===== src/rtl/ysyx_22040759_axi_mem_bridge_pkg.sv =====
// Shared AXI codes, FSM encodings and request bundle
// for the single-outstanding memory-to-AXI bridge.
package ysyx_22040759_axi_mem_bridge_pkg;

  localparam logic [2:0] AXI_SIZE_B = 3'd0;
  localparam logic [2:0] AXI_SIZE_H = 3'd1;
  localparam logic [2:0] AXI_SIZE_W = 3'd2;
  localparam logic [2:0] AXI_SIZE_D = 3'd3;

  localparam logic [1:0] AXI_RESP_OKAY   = 2'b00;
  localparam logic [1:0] AXI_RESP_EXOKAY = 2'b01;
  localparam logic [1:0] AXI_RESP_SLVERR = 2'b10;
  localparam logic [1:0] AXI_RESP_DECERR = 2'b11;

  localparam logic [1:0] AXI_BURST_INCR = 2'b01;

  localparam logic [1:0] R_IDLE = 2'd0;
  localparam logic [1:0] R_ADDR = 2'd1;
  localparam logic [1:0] R_DATA = 2'd2;
  localparam logic [1:0] R_DONE = 2'd3;

  localparam logic [1:0] W_IDLE = 2'd0;
  localparam logic [1:0] W_ADDR = 2'd1;
  localparam logic [1:0] W_RESP = 2'd2;
  localparam logic [1:0] W_DONE = 2'd3;

  typedef struct packed {
    logic [31:0] addr;
    logic [2:0]  size;
    logic [63:0] data;
  } mem_req_t;

  function automatic logic [7:0] size_mask(
    input logic [2:0] size
  );
    logic [7:0] m;
    m = 8'hFF;
    unique case (1'b1)
      (size == AXI_SIZE_B): m = 8'h01;
      (size == AXI_SIZE_H): m = 8'h03;
      (size == AXI_SIZE_W): m = 8'h0F;
      default:              m = 8'hFF;
    endcase
    return m;
  endfunction

endpackage


===== src/rtl/ysyx_22040759_axi_strb_gen.sv =====
// Byte-lane placement of write data and strobe
// from transfer size and low address bits.
module ysyx_22040759_axi_strb_gen
  import ysyx_22040759_axi_mem_bridge_pkg::*;
(
  input  logic [2:0]  size_i,
  input  logic [2:0]  addr_i,
  input  logic [63:0] data_i,
  output logic [7:0]  strb_o,
  output logic [63:0] data_o
);

  assign strb_o = size_mask(size_i) << addr_i;
  assign data_o = data_i << {addr_i, 3'b000};

endmodule


===== src/rtl/ysyx_22040759_axi_mem_bridge.sv =====
// Simple memory port to AXI4 bridge, single beat,
// one transaction in flight; reads win over writes.
module ysyx_22040759_axi_mem_bridge
  import ysyx_22040759_axi_mem_bridge_pkg::*;
#(
  parameter logic [3:0] AXI_ID = 4'd1
) (
  input  logic        clock,
  input  logic        reset,

  input  logic        mem_rd_addr_valid_i,
  input  logic [31:0] mem_rd_addr_i,
  input  logic [2:0]  mem_rd_size_i,
  output logic        mem_rd_data_valid_o,
  output logic [63:0] mem_rd_data_o,

  input  logic        mem_wr_addr_valid_i,
  input  logic [31:0] mem_wr_addr_i,
  input  logic [63:0] mem_wr_data_i,
  input  logic [2:0]  mem_wr_size_i,
  output logic        mem_wr_data_valid_o,

  output logic        axi_ar_valid_o,
  input  logic        axi_ar_ready_i,
  output logic [31:0] axi_ar_addr_o,
  output logic [2:0]  axi_ar_size_o,
  output logic [3:0]  axi_ar_id_o,
  output logic [7:0]  axi_ar_len_o,
  output logic [1:0]  axi_ar_burst_o,

  input  logic        axi_r_valid_i,
  output logic        axi_r_ready_o,
  input  logic [63:0] axi_r_data_i,
  input  logic [1:0]  axi_r_resp_i,
  input  logic        axi_r_last_i,
  input  logic [3:0]  axi_r_id_i,

  output logic        axi_aw_valid_o,
  input  logic        axi_aw_ready_i,
  output logic [31:0] axi_aw_addr_o,
  output logic [2:0]  axi_aw_size_o,
  output logic [3:0]  axi_aw_id_o,
  output logic [7:0]  axi_aw_len_o,
  output logic [1:0]  axi_aw_burst_o,

  output logic        axi_w_valid_o,
  input  logic        axi_w_ready_i,
  output logic [63:0] axi_w_data_o,
  output logic [7:0]  axi_w_strb_o,
  output logic        axi_w_last_o,

  input  logic        axi_b_valid_i,
  output logic        axi_b_ready_o,
  input  logic [1:0]  axi_b_resp_i,
  input  logic [3:0]  axi_b_id_i
);

  logic [1:0]  r_state_q, r_state_d;
  logic [31:0] rd_addr_q, rd_addr_d;
  logic [2:0]  rd_size_q, rd_size_d;
  logic [63:0] rd_data_q, rd_data_d;

  logic [1:0]  w_state_q, w_state_d;
  mem_req_t    wr_req_q, wr_req_d;
  logic        aw_done_q, aw_done_d;
  logic        w_done_q, w_done_d;

  logic        r_hit;
  logic        b_hit;
  logic        unused_resp;

  // error responses complete like OKAY, so resp is not inspected
  assign unused_resp = ^{axi_r_resp_i, axi_b_resp_i};

  assign r_hit = axi_r_valid_i & axi_r_last_i
               & (axi_r_id_i == AXI_ID);
  assign b_hit = axi_b_valid_i & (axi_b_id_i == AXI_ID);

  always_comb begin
    r_state_d = r_state_q;
    rd_addr_d = rd_addr_q;
    rd_size_d = rd_size_q;
    rd_data_d = rd_data_q;
    case (r_state_q)
      R_IDLE: begin
        if (mem_rd_addr_valid_i && w_state_q == W_IDLE) begin
          r_state_d = R_ADDR;
          rd_addr_d = mem_rd_addr_i;
          rd_size_d = mem_rd_size_i;
        end
      end
      R_ADDR: begin
        if (axi_ar_ready_i) r_state_d = R_DATA;
      end
      R_DATA: begin
        if (r_hit) begin
          rd_data_d = axi_r_data_i >> {rd_addr_q[2:0], 3'b000};
          r_state_d = R_DONE;
        end
      end
      default: r_state_d = R_IDLE;
    endcase
  end

  always_comb begin
    w_state_d = w_state_q;
    wr_req_d  = wr_req_q;
    aw_done_d = aw_done_q;
    w_done_d  = w_done_q;
    case (w_state_q)
      W_IDLE: begin
        if (mem_wr_addr_valid_i && !mem_rd_addr_valid_i
            && r_state_q == R_IDLE) begin
          w_state_d     = W_ADDR;
          wr_req_d.addr = mem_wr_addr_i;
          wr_req_d.size = mem_wr_size_i;
          wr_req_d.data = mem_wr_data_i;
          aw_done_d     = 1'b0;
          w_done_d      = 1'b0;
        end
      end
      W_ADDR: begin
        aw_done_d = aw_done_q | axi_aw_ready_i;
        w_done_d  = w_done_q | axi_w_ready_i;
        if (aw_done_d && w_done_d) begin
          w_state_d = W_RESP;
          aw_done_d = 1'b0;
          w_done_d  = 1'b0;
        end
      end
      W_RESP: begin
        if (b_hit) w_state_d = W_DONE;
      end
      default: w_state_d = W_IDLE;
    endcase
  end

  always_ff @(posedge clock or negedge reset) begin
    if (!reset) begin
      r_state_q <= R_IDLE;
      rd_addr_q <= '0;
      rd_size_q <= '0;
      rd_data_q <= '0;
      w_state_q <= W_IDLE;
      wr_req_q  <= '0;
      aw_done_q <= 1'b0;
      w_done_q  <= 1'b0;
    end else begin
      r_state_q <= r_state_d;
      rd_addr_q <= rd_addr_d;
      rd_size_q <= rd_size_d;
      rd_data_q <= rd_data_d;
      w_state_q <= w_state_d;
      wr_req_q  <= wr_req_d;
      aw_done_q <= aw_done_d;
      w_done_q  <= w_done_d;
    end
  end

  ysyx_22040759_axi_strb_gen u_strb_gen (
    .size_i (wr_req_q.size),
    .addr_i (wr_req_q.addr[2:0]),
    .data_i (wr_req_q.data),
    .strb_o (axi_w_strb_o),
    .data_o (axi_w_data_o)
  );

  assign mem_rd_data_valid_o = (r_state_q == R_DONE);
  assign mem_rd_data_o       = rd_data_q;
  assign mem_wr_data_valid_o = (w_state_q == W_DONE);

  assign axi_ar_valid_o = (r_state_q == R_ADDR);
  assign axi_ar_addr_o  = rd_addr_q;
  assign axi_ar_size_o  = rd_size_q;
  assign axi_ar_id_o    = AXI_ID;
  assign axi_ar_len_o   = 8'd0;
  assign axi_ar_burst_o = AXI_BURST_INCR;
  assign axi_r_ready_o  = (r_state_q == R_DATA);

  assign axi_aw_valid_o = (w_state_q == W_ADDR) & ~aw_done_q;
  assign axi_aw_addr_o  = wr_req_q.addr;
  assign axi_aw_size_o  = wr_req_q.size;
  assign axi_aw_id_o    = AXI_ID;
  assign axi_aw_len_o   = 8'd0;
  assign axi_aw_burst_o = AXI_BURST_INCR;
  assign axi_w_valid_o  = (w_state_q == W_ADDR) & ~w_done_q;
  assign axi_w_last_o   = axi_w_valid_o;
  assign axi_b_ready_o  = (w_state_q == W_RESP);

endmodule

===== config.mk =====
export PLATFORM = sky130hd
export DESIGN_NAME = ysyx_22040759_axi_mem_bridge
export DESIGN_NICKNAME = d
export VERILOG_FILES = /design/src/rtl/ysyx_22040759_axi_mem_bridge_pkg.sv /design/src/rtl/ysyx_22040759_axi_strb_gen.sv /design/src/rtl/ysyx_22040759_axi_mem_bridge.sv
export SDC_FILE = /design/constraint.sdc
export NUM_CORES = 1
export LEC_CHECK = 0
export BUFFER_PORTS_ARGS = -buffer_cell sky130_fd_sc_hd__buf_4
export CORE_AREA = 2 2 181 183
export CTS_CLUSTER_DIAMETER = 30
export CTS_CLUSTER_SIZE = 14
export DETAILED_ROUTE_END_ITERATION = 8
export DIE_AREA = 0 0 183 185
export PLACE_DENSITY = 0.66
export SLEW_MARGIN = 10
export SYNTH_ARGS = -nofsm -noshare
export SYNTH_HDL_FRONTEND = slang
export SYNTH_SLANG_ARGS = --single-unit

===== constraint.sdc =====
create_clock -name clock -period 2.39 [get_ports clock]
set_input_delay 0.239 -clock clock [delete_from_list [all_inputs] [get_ports clock]]
set_output_delay 0.239 -clock clock [all_outputs]
set_load 0.02 [all_outputs]

# After elaboration in Yosys (flattened, before gate mapping)
# Cells that the tools add are included.
# W data, S select, Z words.
[classes]
eq_ne = 16
shifts = 3
muxes = 14
n_bitwise = 9
n_reduce_logical = 15
[ops]
columns = ["operator", "count"]
rows = [
  ["$shl A64 B6 Y64", 1],
  ["$shr A64 B6 Y64", 1],
  ["$pmux W8 S3", 1],
  ["$mux W2", 6],
  ["$pmux W2 S3", 2],
  ["$eq A2 B2 Y1 const B", 4],
  ["$eq A4 B1 Y1 const B", 2],
  ["$ne A2 B1 Y1 const B", 4],
  ["$reduce_and A2 Y1", 4],
  ["$shl A8 B3 Y8", 1],
  ["$reduce_and A3 Y1", 2],
  ["$and A1 B1 Y1", 5],
  ["$eq A2 B1 Y1 const B", 2],
  ["$logic_and A1 B1 Y1", 4],
  ["$logic_not A2 Y1", 2],
  ["$ne A2 B2 Y1 const B", 2],
  ["$pmux W1 S2", 2],
  ["$eq A3 B1 Y1 const B", 1],
  ["$eq A3 B2 Y1 const B", 1],
  ["$logic_not A3 Y1", 1],
  ["$mux W1", 3],
  ["$not A1 Y1", 2],
  ["$or A1 B1 Y1", 2],
  ["$reduce_bool A2 Y1", 1],
  ["$logic_not A1 Y1", 1],
]
[totals]
regBits = 204
in_bits = 220
out_inout_bits = 242
elab_cells = 67

# Longest topological paths before layout
# Gate-level depths: netlist of run 1.
[depth]
depth_word = 5
ltp_mapped = 7
mapped_depth_nobuf = 6

# Modules after synthesis
# A second synthesis of run 1 with hierarchy kept.
[hier_totals]
cells_unflattened = 1070
hier_area_um2 = 11773.8
[by_module_without_submodules]
columns = ["module", "instances", "cells_per_inst", "area_per_inst_um2", "seq_area_each_um2"]
rows = [
  ["ysyx_22040759_axi_mem_bridge", 1, 819, 9819.4, 5104.9],
  ["ysyx_22040759_axi_strb_gen", 1, 251, 1954.4, 0.0],
]

# Least setup slack after synthesis of run 1
# No wires, ideal clock.
[synth_timing]
path_kind = "flip-flop to output port"
start = "reg wr_req_q (netlist bit axi_aw_addr_o[0])"
end = "out axi_w_strb_o[2]"
arrival_ns = 1.852
t_required_ns = 2.151
setup_slack_ns = 0.299
path_stages_with_launch = 6
path_buffers = 3
path_cell_list = "dfrtp_1 > buf_2 > buf_2 > buf_2 > a2111oi_0 > a211oi_1"
[synth_between]
elab_chain_cells = 1
[synth_rtl]
columns = ["item", "line", "source"]
rows = [
  ["start, declared", "ysyx_22040759_axi_mem_bridge.sv:64", "mem_req_t wr_req_q, wr_req_d;"],
  ["start signal, assigned", "ysyx_22040759_axi_mem_bridge.sv:154", "wr_req_q <= wr_req_d;"],
  ["$shl A8 B3 Y8", "ysyx_22040759_axi_strb_gen.sv:13", "assign strb_o = size_mask(size_i) << addr_i;"],
  ["end, declared", "ysyx_22040759_axi_mem_bridge.sv:49", "output logic [7:0] axi_w_strb_o,"],
]
# Every way passes these cells.

# Final worst setup path of run 1
[layout_timing]
start = "reg wr_req_q (netlist bit axi_aw_addr_o[0])"
end = "out axi_w_data_o[54]"
[layout_between]
elab_chain_cells = 1
[layout_rtl]
columns = ["item", "line", "source"]
rows = [
  ["$shl A64 B6 Y64", "ysyx_22040759_axi_strb_gen.sv:14", "assign data_o = data_i << {addr_i, 3'b000};"],
  ["end, declared", "ysyx_22040759_axi_mem_bridge.sv:48", "output logic [63:0] axi_w_data_o,"],
]
# Every way passes these cells.

==> results of run 1 <==
## cell type report
cell class                      instances  area (um^2)
Fill cell                            2568        12750
Multi-Input combinational cell        808         6138
Timing Repair Buffer                  634         5406
Sequential cell                       204         5114
Clock buffer                           67         1514
Clock inverter                         37        549.3
Tap cell                              408        510.5
Inverter                               16        62.56
## repair_timing
action | 4_1_cts | 5_1_grt
endpoints found under the hold margin | 216 | 0
setup endpoints to repair | 48 | 47
pin swaps | 1 | 13
buffers inserted | 10 | 10
hold buffers | 142 | 0
cloned | 3 | 1
resized for setup | 34 | 57
## sequential cells by signal, indices dropped and copies added (netlist names)
name           count
aw_done_q          1
axi_ar_addr_o     32
axi_ar_size_o      3
axi_aw_addr_o     32
axi_aw_size_o      3
mem_rd_data_o     64
r_state_q          2
w_done_q           1
w_state_q          2
wr_req_q          64
## logic make-up (layout without fill, tap and decap cells)
logic type | after synthesis | after routing | synth area share
mux | 283 | 283 | 0.2650
simple gates | 261 | 261 | 0.1034
compound gates | 228 | 228 | 0.1205
flops | 204 | 204 | 0.4425
buf+inv | 133 | 754 | 0.05932
fa+ha+maj | 8 | 8 | 0.008676
other cells | 2 | 28 | 0.0006509
## synthesized netlist by cell type, drive strengths merged, types with 4 or more instances
cell type	count	area [um^2]
a21oi	49	245.2
mux2	180	2027
a221oi	9	78.83
nand2	89	334.1
o21ai	74	370.4
buf	76	469.2
ha	8	100.1
a211oi	11	82.58
nand3b	9	67.56
nor2b	21	131.4
nand2b	11	68.82
dfrtp	204	5105
a22oi	10	75.07
inv	14	52.55
or2	4	25.02
nand3	14	70.07
a211o	9	78.83
o22ai	31	193.9
a221o	7	70.07
clkbuf	41	155.1
nor2	97	366.6
nor3	8	40.04
mux2i	103	1031
a31oi	17	106.4
## critical path, stage by stage, from the launching register on
cell	delay [ns]
dfrtp_4	0.52
buf_6	0.17
buf_6	0.14
mux2i_4	0.24
nor2_1	0.08
a31oi_2	0.21
mux2i_1	0.13
buf_4	0.18
## stage by stage
stage | instances | worst slack, ns
5_1_grt | 2174 | -0.1238
6_report | 2174 | -0.04878
4_1_cts | 2163 | -0.04613
3_3_place_gp | 1904 | 0.2715
3_5_place_dp | 1904 | 0.2470
2_1_floorplan | 1145 | 0.2991
## layout by cell type (no fill, tap or decap), drive strengths merged, types with 49 or more instances in the layout
| cell type | n |
|---|---|
| buf | 488 |
| dfrtp | 204 |
| mux2 | 180 |
| dlygate4sd3 | 142 |
| mux2i | 103 |
| nor2 | 97 |
| nand2 | 89 |
| o21ai | 74 |
| clkbuf | 69 |
| a21oi | 49 |
## worst max-delay path by stage
stage	depth (start not counted)	slack, ns	end	start
floorplan	5	0.30	axi_w_strb_o[2]	axi_aw_addr_o[0]
global placement	5	0.27	mem_rd_data_o[19]	r_state_q[0]
detailed placement	5	0.25	mem_rd_data_o[19]	r_state_q[0]
CTS	6	-0.05	axi_w_data_o[62]	axi_aw_addr_o[0]
global route	7	-0.12	axi_w_data_o[48]	axi_aw_addr_o[0]
finish	7	-0.05	axi_w_data_o[54]	axi_aw_addr_o[0]
## layer usage
metal / wire length [um] / GRT usage / vias to the layer above / part of all wire
met3: 4009 / 0.07314 / 105 / 0.090
met1: 15960 / 0.2796 / 5447 / 0.36
met2: 22740 / 0.4492 / 613 / 0.51
met4: 1946 / 0.1168 / 0 / 0.044
li1: - / - / 5177 / -
met5: 0 / 0 / - / 0
## power by group through the flow
stage	logic [W]	registers (W)	clock network, W
after global placement	0.0142	0.00640	0
after floorplan	0.00783	0.00700	0
final	0.0160	0.00657	0.00813
after global routing	0.0170	0.00672	0.00847
after detailed placement	0.0143	0.00645	0
after CTS	0.0152	0.00643	0.00824
==> results.sh, run 1 <==
export IMPL_outcome="finished, violations left"
export IMPL_violations="setup timing"
export IMPL_synth_seq_area_share=0.4425
export IMPL_synth_area_mm2=0.01154
export IMPL_synth_top_flop_cell="dfrtp_1"
export IMPL_cts_made_buffers=56
export IMPL_drive_gt1_frac=0.4694
export IMPL_slew_headroom=0.4872
export IMPL_r2r_start="r_state_q[0]"
export IMPL_die_area_mm2=0.03386
export IMPL_core_mm2=0.03204
export IMPL_cts_root_buf="clkbuf_16"
export IMPL_power_density_mw_per_mm2=1591
export IMPL_switching_share=0.4067
export IMPL_crit_fanout=7
export IMPL_globalplace_congestion=0.9273
export IMPL_antenna_found_initial=0
export IMPL_leakagePower_nw=9.176
export IMPL_drc_errors=0
export IMPL_final_util=0.6022
export IMPL_ir_worst_vdd_uv=796.7
export IMPL_setup_viol=9
export IMPL_drv_cap=0
export IMPL_placementRows=66
export IMPL_drv_slew=0
export IMPL_end_kind="primary output"
export IMPL_worstPathRequired_ns=2.15
export IMPL_htree_levels=2
export IMPL_r2r_end="mem_rd_data_o[20]"
export IMPL_hold_class="input pin to flip-flop"
export IMPL_drt_wl_total_mm=44.66
export IMPL_min_delay_start="axi_w_ready_i"
export IMPL_die_y_um=185
export IMPL_hold_ws_ns=0.02963
export IMPL_fin_nets=1948
export IMPL_first_pass_iters=5
export IMPL_vias=11340
export IMPL_cts_reportedPaths_clkPinSlew_ns=0.04
export IMPL_path_class="flip-flop to primary output"
export IMPL_clock_path_buffers=3
export IMPL_worstMarginPinSlew_ns=0.7692
export IMPL_hold_path_end="w_done_q"
export IMPL_timing_fmax_mhz=410.0
export IMPL_fin_worst_skew_ns=0.02602
export IMPL_synth_edf_count=0
export IMPL_async_flop_share=1.000
export IMPL_p_int_w=0.01822
export IMPL_rr_worst_depth=5
export IMPL_p_seq_frac=0.214
export IMPL_insertion_delay_ns=0.56
export IMPL_fin_crit_ns=2.439
export IMPL_track_usage=0.2529
export IMPL_clockPowerShare=0.265
export IMPL_synthCells=1119
export IMPL_setup_tns_ns=-0.1750
export IMPL_ant_nets=0
export IMPL_cp_start_kind="flip-flop"
export IMPL_die_w_um=183
export IMPL_grt_pass1_wl_mm=65.72
export IMPL_grt_pass1_vias=11440
export IMPL_syn_avg_cell_area_um2=10.31
export IMPL_hold_viol=0
export IMPL_grt_max_degree=83
export IMPL_worstPathArrival_ns=2.20
export IMPL_first_iter_violations=728
export IMPL_hpwl_mm=31.22
export IMPL_placed_area_mm2=0.01520
export IMPL_p_total_w=0.03070
export IMPL_wl_per_cell_um=20.54
export IMPL_post_route_period_util=1.020
export IMPL_syn_to_final_growth_pct=67.24
export IMPL_yosys_warnings=0
export IMPL_rsz0062_at_grt="yes"
export IMPL_hold_depth=3
export IMPL_via_per_inst=5.217
export IMPL_cts_tree="built"
export IMPL_fin_ws_ns=-0.04878
export IMPL_start_util=0.3601
export IMPL_synth_cell_types=48
export IMPL_final_area_mm2=0.01929
export IMPL_r2r_slack_ns=0.25
export IMPL_grt_ovfl_total=0
export IMPL_portBuffers=429
export IMPL_p_comb_frac=0.521
export IMPL_n_antenna_cell=0
export IMPL_power_switching_w=0.01249
export IMPL_synth_seq_cells=204
export IMPL_cts_sinks=204
export IMPL_io_pins=462
Power figures use the tool's default switching activity.
==> run 2, diff against run 1 <==
--- a/config.mk
+++ b/config.mk
@@ -12,6 +12,7 @@
 export DETAILED_ROUTE_END_ITERATION = 8
 export DIE_AREA = 0 0 183 185
 export PLACE_DENSITY = 0.66
+export SETUP_SLACK_MARGIN = 0.5
 export SLEW_MARGIN = 10
 export SYNTH_ARGS = -nofsm -noshare
 export SYNTH_HDL_FRONTEND = slang
==> run 2 against run 1 <==
Compared with the run above: non-clock buffer count up 16; clock skew down 0.0069 ns; wire length rose by 15%; total power rose by 12%; die area is the same; the run still ends with setup timing left; global-route usage is 2.2 points higher; hold slack gained 0.010 ns; sequential power rose by 3%; first-iteration DRC count up 35%; via count is 6.0% higher.
==> results.sh, run 2 (synthesis gave the netlist of run 1 again) <==
export IMPL_outcome="finished, violations left"
export IMPL_violations="setup timing"
export IMPL_core_mm2=0.03204
export IMPL_end_kind="primary output"
export IMPL_fin_nets=1969
export IMPL_crit_fanout=15
export IMPL_clock_path_buffers=3
export IMPL_placementRows=66
export IMPL_place_ws_ns=0.2894
export IMPL_layout_common_cells="buf_4, dfrtp_1, mux2_2, dlygate4sd3_1, nand2_1"
export IMPL_ir_worst_vdd_uv=874.5
export IMPL_worstPathRequired_ns=2.15
export IMPL_startpoint="axi_aw_addr_o[0]"
export IMPL_cts_sinks=204
export IMPL_die_area_mm2=0.03386
export IMPL_r2r_start="w_state_q[0]"
export IMPL_grt_max_degree=78
export IMPL_track_usage=0.2753
export IMPL_drv_cap=0
export IMPL_syn_to_final_growth_pct=77.91
export IMPL_vias=12030
export IMPL_htree_levels=2
export IMPL_rsz0062_at_grt="yes"
export IMPL_critical_path_max_stage_delay_ns=0.43
export IMPL_cp_start_kind="flip-flop"
export IMPL_place_inst=1905
export IMPL_cts_tree="built"
export IMPL_hold_viol=0
export IMPL_die_w_um=183
export IMPL_fin_ws_ns=-0.1907
export IMPL_post_route_period_util=1.080
export IMPL_grt_pass1_vias=12210
export IMPL_grt_ovfl_total=0
export IMPL_drive_gt1_frac=0.5246
export IMPL_setup_viol=41
export IMPL_drc_errors=0
export IMPL_register_area_mm2=0.005117
export IMPL_mostFrequentLayoutCell="buf_4"
export IMPL_final_area_mm2=0.02053
export IMPL_hpwl_mm=31.34
export IMPL_wl_per_cell_um=23.42
export IMPL_leakagePower_nw=9.496
export IMPL_multi_input_area_mm2=0.006888
export IMPL_layout_cells_non_filler=2198
export IMPL_p_total_w=0.03427
export IMPL_fin_worst_skew_ns=0.01912
export IMPL_insertion_delay_ns=0.58
export IMPL_cts_root_buf="clkbuf_16"
export IMPL_first_iter_violations=985
export IMPL_fillers=2291
export IMPL_via_per_inst=5.472
export IMPL_first_pass_iters=5
export IMPL_ant_nets=0
export IMPL_timing_fmax_mhz=387.5
export IMPL_antenna_found_initial=2
export IMPL_cts_reportedPaths_clkPinSlew_ns=0.05
export IMPL_cts_made_buffers=56
export IMPL_crit_chain="buf_12, buf_6, mux2i_2, nor2_1, a21oi_2, mux2i_2, buf_4"
export IMPL_cp_num_buf_inv=3
export IMPL_placed_area_mm2=0.01532
export IMPL_hold_ws_ns=0.03995
export IMPL_start_util=0.3601
export IMPL_die_y_um=185
export IMPL_cpMaxStageDelayCell="dfrtp_4"
export IMPL_drt_wl_total_mm=51.48
export IMPL_hold_class="input pin to flip-flop"
export IMPL_crit_family="buffers and inverters"
export IMPL_grt_pass1_wl_mm=70.89
export IMPL_min_delay_start="axi_r_data_i[50]"
export IMPL_critPathMostFrequentCell="mux2i_2"
export IMPL_worstMarginPinSlew_ns=0.6862
export IMPL_globalplace_congestion=0.9227
export IMPL_path_class="flip-flop to primary output"
export IMPL_worstPathArrival_ns=2.34
export IMPL_drv_slew=0
export IMPL_portBuffers=429
export IMPL_slew_headroom=0.5421
export IMPL_fin_crit_ns=2.581
export IMPL_power_density_mw_per_mm2=1670
export IMPL_io_pins=462
-- run 2: cell count changes in the layout (fill, tap and decap cells not counted), moves of 8 or more --
cell and change:
o22ai_1 -8, nor2_4 +9, mux2i_4 +14, buf_6 +31, buf_4 -28, nor2_1 -20, o21ai_0 -13, o21ai_2 +12
nor2_2 +11, mux2i_1 -13
-- run 2: path summary, 6_finish.rpt --
| kind | end | slack, ns | depth (start not counted) |
|---|---|---|---|
| max | axi_w_data_o[49] | -0.19 | 7 |
| min | mem_rd_data_o[42] | 0.04 | 3 |
| max reg2reg | axi_aw_addr_o[27] | 0.51 | 5 |
| min reg2reg | mem_rd_data_o[61] | 0.47 | 2 |
| max in group asynchronous | axi_aw_addr_o[2] | 1.33 | 3 |
| min in group asynchronous | wr_req_q[43] | 0.20 | 2 |
-- run 2: per-layer routing --
layer  up-vias  track usage  share of wire  wire [um]
met5         -            0              0          0
li1       5239            -              -          -
met4         0       0.1504          0.056       2904
met2       729       0.4700           0.49      25290
met1      5879       0.3071           0.35      18100
met3       180      0.08592           0.10       5189
-- run 2: cell type report --
cell class / count / area share
multi-input combinational: 812 / 0.3356
timing repair buffer: 650 / 0.2806
sequential: 204 / 0.2493
clock buffer: 63 / 0.07199
clock inverter: 42 / 0.03267
tap: 408 / 0.02487
inverter: 16 / 0.004206
timing repair inverter: 1 / 0.0005486
antenna: 2 / 0.0002438
-- run 2: tightest hold or removal path, stage by stage --
cell and delay [ns]:
buf_4 0.12, a21oi_1 0.08, o21ai_0 0.13
-- run 2: per-stage QoR --
step           utilization  setup TNS [ns]
6_report            0.6406          -3.230
5_1_grt             0.6405          -6.197
4_1_cts             0.6246          -2.145
3_5_place_dp        0.4782               0
3_3_place_gp        0.4782               0
2_1_floorplan            -               0
-- run 2: where the power goes --
part / internal, W / switching [W]
registers: 0.00501 / 0.00173
logic: 0.00870 / 0.0103
clock network: 0.00607 / 0.00248
total: 0.0198 / 0.0145
-- run 2: repair_timing --
action / 4_1_cts / 5_1_grt
gates cloned: 9 / 1
pin swaps: 30 / 27
hold buffers: 148 / 0
setup endpoints to repair: 119 / 149
buffers inserted: 17 / 11
resized for setup: 174 / 94
endpoints found under the hold margin: 203 / 0
